### src/rtl/game_status_ctrl_module.sv
// Screen-select FSM (START/PLAY/END) with a debounced start key and VSYNC-aligned commits.
// Requests are queued in a single pending slot and applied only on a frame tick.
module game_status_ctrl_module #(
    parameter int DEBOUNCE_CYCLES = 800000,
    parameter int END_HOLD_CYCLES = 80000000
) (
    input  logic       CLK_40M,
    input  logic       RST,
    input  logic       key_start_in,
    input  logic       hit_wall_sig,
    input  logic       hit_body_sig,
    input  logic       Flash_over_sig,
    input  logic       VSYNC_Sig_in,
    output logic [2:0] Game_status,
    output logic       game_reset_sig,
    output logic       play_enable
);

    localparam int DW = (DEBOUNCE_CYCLES > 1) ? $clog2(DEBOUNCE_CYCLES) : 1;
    localparam int TW = (END_HOLD_CYCLES > 1) ? $clog2(END_HOLD_CYCLES) : 1;
    localparam logic [DW-1:0] DEB_MAX  = DW'(DEBOUNCE_CYCLES - 1);
    localparam logic [TW-1:0] HOLD_MAX = TW'(END_HOLD_CYCLES - 1);

    typedef enum logic [2:0] {
        ST_START = 3'b001,
        ST_PLAY  = 3'b010,
        ST_END   = 3'b100
    } state_t;

    state_t          state;
    state_t          pend_tgt;
    logic            pend_vld;
    logic [TW-1:0]   end_timer;
    logic            flash_done;

    logic            key_s1, key_s2, key_db, key_db_q;
    logic [DW-1:0]   deb_cnt;
    logic            start_req;

    logic            vs_s1, vs_s2, vs_d, frame_tick;
    logic            commit;

    // Key synchronizer and debouncer
    always_ff @(posedge CLK_40M or posedge RST) begin
        if (RST) begin
            key_s1   <= 1'b0;
            key_s2   <= 1'b0;
            key_db   <= 1'b0;
            key_db_q <= 1'b0;
            deb_cnt  <= '0;
        end else begin
            key_s1   <= key_start_in;
            key_s2   <= key_s1;
            key_db_q <= key_db;
            if (key_s2 != key_db) begin
                if (deb_cnt == DEB_MAX) begin
                    key_db  <= key_s2;
                    deb_cnt <= '0;
                end else begin
                    deb_cnt <= deb_cnt + 1'b1;
                end
            end else begin
                deb_cnt <= '0;
            end
        end
    end

    assign start_req = key_db & ~key_db_q;

    // VSYNC synchronizer; frame_tick is registered so a commit lands 3 edges after sampling
    always_ff @(posedge CLK_40M or posedge RST) begin
        if (RST) begin
            vs_s1      <= 1'b1;
            vs_s2      <= 1'b1;
            vs_d       <= 1'b1;
            frame_tick <= 1'b0;
        end else begin
            vs_s1      <= VSYNC_Sig_in;
            vs_s2      <= vs_s1;
            vs_d       <= vs_s2;
            frame_tick <= vs_d & ~vs_s2;
        end
    end

    assign commit      = frame_tick & pend_vld;
    assign Game_status = state;

    always_ff @(posedge CLK_40M or posedge RST) begin
        if (RST) begin
            state          <= ST_START;
            pend_vld       <= 1'b0;
            pend_tgt       <= ST_START;
            play_enable    <= 1'b0;
            game_reset_sig <= 1'b0;
            end_timer      <= '0;
            flash_done     <= 1'b0;
        end else begin
            game_reset_sig <= 1'b0;
            case (state)
                ST_START, ST_PLAY, ST_END: begin
                    if (commit) begin
                        state          <= pend_tgt;
                        pend_vld       <= 1'b0;
                        play_enable    <= (pend_tgt == ST_PLAY);
                        game_reset_sig <= (state == ST_END) && (pend_tgt == ST_START);
                    end else if (!pend_vld) begin
                        if (state == ST_START && start_req) begin
                            pend_vld <= 1'b1;
                            pend_tgt <= ST_PLAY;
                        end else if (state == ST_PLAY && (hit_wall_sig || hit_body_sig)) begin
                            pend_vld <= 1'b1;
                            pend_tgt <= ST_END;
                        end else if (state == ST_END && start_req &&
                                     end_timer == HOLD_MAX && flash_done) begin
                            pend_vld <= 1'b1;
                            pend_tgt <= ST_START;
                        end
                    end
                end
                default: begin
                    state       <= ST_START;
                    pend_vld    <= 1'b0;
                    play_enable <= 1'b0;
                end
            endcase

            // Hold timer and flash flag live only while END is settled
            if (state == ST_END && !commit) begin
                if (end_timer != HOLD_MAX)
                    end_timer <= end_timer + 1'b1;
                if (Flash_over_sig)
                    flash_done <= 1'b1;
            end else begin
                end_timer  <= '0;
                flash_done <= 1'b0;
            end
        end
    end

endmodule

### config.mk
export PLATFORM = sky130hd
export DESIGN_NAME = game_status_ctrl_module
export DESIGN_NICKNAME = d
export VERILOG_FILES = /design/src/rtl/game_status_ctrl_module.sv
export SDC_FILE = /design/constraint.sdc
export NUM_CORES = 1
export LEC_CHECK = 0
export ABC_AREA = 1
export BUFFER_PORTS_ARGS = -buffer_cell sky130_fd_sc_hd__buf_4
export CORE_MARGIN = 2
export CORE_UTILIZATION = 55
export DETAILED_ROUTE_END_ITERATION = 16
export GPL_ROUTABILITY_DRIVEN = 0
export PLACE_DENSITY = 0.7
export SYNTH_ARGS = -nofsm -noshare
export SYNTH_HDL_FRONTEND = slang
export SYNTH_SLANG_ARGS = --single-unit
### constraint.sdc
create_clock -name CLK_40M -period 1.89 [get_ports CLK_40M]
set_input_delay 0.0945 -clock CLK_40M [delete_from_list [all_inputs] [get_ports CLK_40M]]
set_output_delay 0.0945 -clock CLK_40M [all_outputs]
set_load 0.1 [all_outputs]
==> impl_metrics.toml <==
[run_status]
outcome = "finished clean"

[route]
drtIter0Drc = 126
drc = 0
ant_nets = 0
drt_pass1_iterations = 4
routed_wirelength_um = 8030
vias = 3155
wire_per_inst_um = 13.5
via_per_inst = 5.32

[clock_network]
cts_buffers = 9
ctsHtreeMaxLevel = 3
cts.clk_slew.worst_paths_ps = 80
clk_path_buf_depth = 2
cts_resized = 0
cts-root-buf = "clkbuf_8"
clk_latency_ps = 350
cts.sinks = 65
cts_tree = "yes"

[place]
port_buffers = 11
placed_cell_area_mm2 = 0.00379
dp_hpwl_um = 5870
pre_cts_ws_ps = 257

[worst_setup_path]
crit_slowest_cell = "dfrtp_1"
critPathCaptureType = "register"
crit_arrival_ps = 1970
critPathRequiredTime_ps = 2140
crit_path_frequent_cell = "inv_1"
crit_path_max_fanout = 10
crit_type = "register to register"
critPathMaxStageDelay_ps = 410
crit_family = "simple AND/OR/NAND/NOR gates"
worst-path-buf-inv = 2
worstPathCellList = "ha_1, nand3_1, inv_1, nand2_1, inv_1, nand4_1, nand2_2, nor3_1"
critPathLaunchType = "register"
r2r_slack_ps = 170

[floorplan]
coreArea_mm2 = 0.00635
chipHeight_um = 85.1
num_rows = 29
fp.dieArea_mm2 = 0.00724
initial_core_util_pct = 57.0
io_pins = 12
die_w_um = 85.1

[grt]
antenna_found_initial = 0
grt-ovfl-total = 0
grt_pass1_vias = 3149
grtUsageTotal_pct = 24.6
grt_max_degree = 42
grt_pass1_wl_um = 14200

[sta]
whs_ps = 193
worst_pin_slew_ps = 540
max_freq_mhz = 580
hold_viol = 0
drv_slew = 0
setup_viol = 0
finClkSkew_ps = 10.2
rsz0062_at_grt = "false"
fin_ws_ps = 165
fin_tns_setup_ps = 0
finalCritPeriodShare_pct = 91.3
finalCriticalPeriod_ps = 1720
max_slew_margin_pct = 64.0

[layout]
final_nets = 520
insertedDiodeCount = 0
syn_to_final_growth_pct = 13.3
fin_area_mm2 = 0.00410
drive_above_1_share_pct = 14.1
fillers = 577

[power]
power_density_mw_per_mm2 = 751
leakagePower_nw = 1.84
finalPower_mw = 3.08
vdd_drop_max_uv = 606

[yosys]
synth_top_area_share_pct = 41.5
synth_compound_area_share_pct = 4.11
muxShareOfSynthArea_pct = 0
synthSimpleGateAreaFrac_pct = 40.1
seq_area_frac_synth_pct = 45.1
synth-adder-area-share_pct = 0.692
synthTopCellsByArea = "dfrtp_1 41%, nand2_1 13%, nor2_1 8.5%, inv_1 5.8%, nand3_1 5.4%"
ys_types = 35
ys_warn_count = 0
syn-num-nets = 497
synth_top_family_by_area = "simple AND/OR/NAND/NOR gates"
yosysTopAreaCell = "dfrtp_1"
synth_seq_cells = 65
synth-xor-area-share_pct = 2.18
netlist_area_mm2 = 0.00362
synth.avg_cell_area_um2 = 7.41
synthCells = 488

[hold_path]
min_path_type = "input pin to register"

[flow_run]
max-cap-violations = 0
## layout by cell type, fill, tap and decap left out, types with 2 or more instances in the layout
master,synthesis,routed
nand2_1,127,127
nor2_1,82,82
dfrtp_1,60,58
inv_1,56,55
nand3_1,39,39
nor3_1,24,24
buf_4,3,12
inv_2,9,10
o21ai_0,10,10
nand4_1,10,10
a21oi_1,9,9
clkbuf_8,0,9
nor2_4,6,6
dfstp_2,5,5
nand2_2,5,5
xor2_1,5,5
xnor2_1,4,4
o21ai_1,4,4
or2_2,4,4
bufinv_16,0,4
dlygate4sd3_1,0,4
nor3_2,3,3
nor3b_1,3,3
dfrtp_2,0,2
clkinv_2,1,2
nor3_4,2,2
nand3_2,2,2
a31oi_1,2,2
ha_1,2,2
clkinv_4,0,2
## metal layers
metal	vias to the layer above	part of all wire (%)	track usage, %
met2	68	50	41.9
met3	17	3.7	4.67
li1	1589	-	-
met4	0	2.0	9.96
met5	-	0	0
met1	1481	44	30.8
## worst register-to-register path, cell delays in order (launching register included)
cell,delay (ps)
dfrtp_1,410
ha_1,280
nand3_1,150
inv_1,60
nand2_1,150
inv_1,80
nand4_1,100
nand2_2,160
nor3_1,240
## metrics by stage
stage | std cells | util (%)
after global routing | 593 | 64.6
after global placement | 573 | 59.8
final | 593 | 64.6
after floorplan | 488 | -
after detailed placement | 573 | 59.8
after CTS | 593 | 64.6
## cell families (layout without fill, tap and decap cells)
group	after synthesis	after routing
AOI/OAI and AO/OA	28	28
xor gates and xnor gates	9	9
adders and majority gates	2	2
buffers and inverters	71	99
DFF	65	65
and+or+nand+nor	313	313
## sequential cells by signal (all words and copies together) (netlist names)
register	cells
pend_vld	1
key_s2	1
vs_s2	1
deb_cnt	20
end_timer	27
Game_status	3
key_db_q	1
play_enable	1
pend_tgt	3
key_db	1
frame_tick	1
flash_done	1
key_s1	1
vs_d	1
game_reset_sig	1
vs_s1	1
## synthesized netlist by cell type (all sizes together)
master and count:
nand2 133, nor2 89, inv 65, dfrtp 60, nand3 42, nor3 29, o21ai 14, nand4 11
a21oi 9, buf 5, dfstp 5, xor2 5, or2 4, xnor2 4, nor3b 3, a31oi 2
ha 2, and2 1, clkinv 1, nor2b 1, o21bai 1, o22ai 1, o31ai 1
## cell type report
type / instances / area, um^2 / share of cell area [%]
inverters: 66 / 249 / 6.07
flip-flops and latches: 65 / 1640 / 39.9
multi-input cells: 352 / 1700 / 41.5
clock inverters: 7 / 143 / 3.48
clock buffers: 9 / 124 / 3.02
well taps: 77 / 96.3 / 2.35
repair buffers: 17 / 150 / 3.66
## worst paths after layout
check	start	endpoint	cells after the start
setup / recovery	deb_cnt[0]	deb_cnt[14]	8
hold / removal	hit_wall_sig	pend_tgt[2]	5
setup reg to reg	deb_cnt[0]	deb_cnt[14]	8
hold reg to reg	key_s1	key_s2	0
max in group asynchronous	RST	end_timer[7]	4
min in group asynchronous	RST	pend_tgt[1]	3
## where the power goes
group	switching [mW]	internal (mW)	total (mW)
clock network	0.577	1.01	1.59
registers	0.00716	1.40	1.41
logic	0.0512	0.0270	0.0782
total	0.636	2.44	3.08
## what timing repair did
action,in CTS,in global routing
setup endpoints to repair,0,0
hold endpoints to repair,22,0
hold buffers,4,0
buffers inserted,0,0
Note: power is estimated with default switching activity, not from simulation.
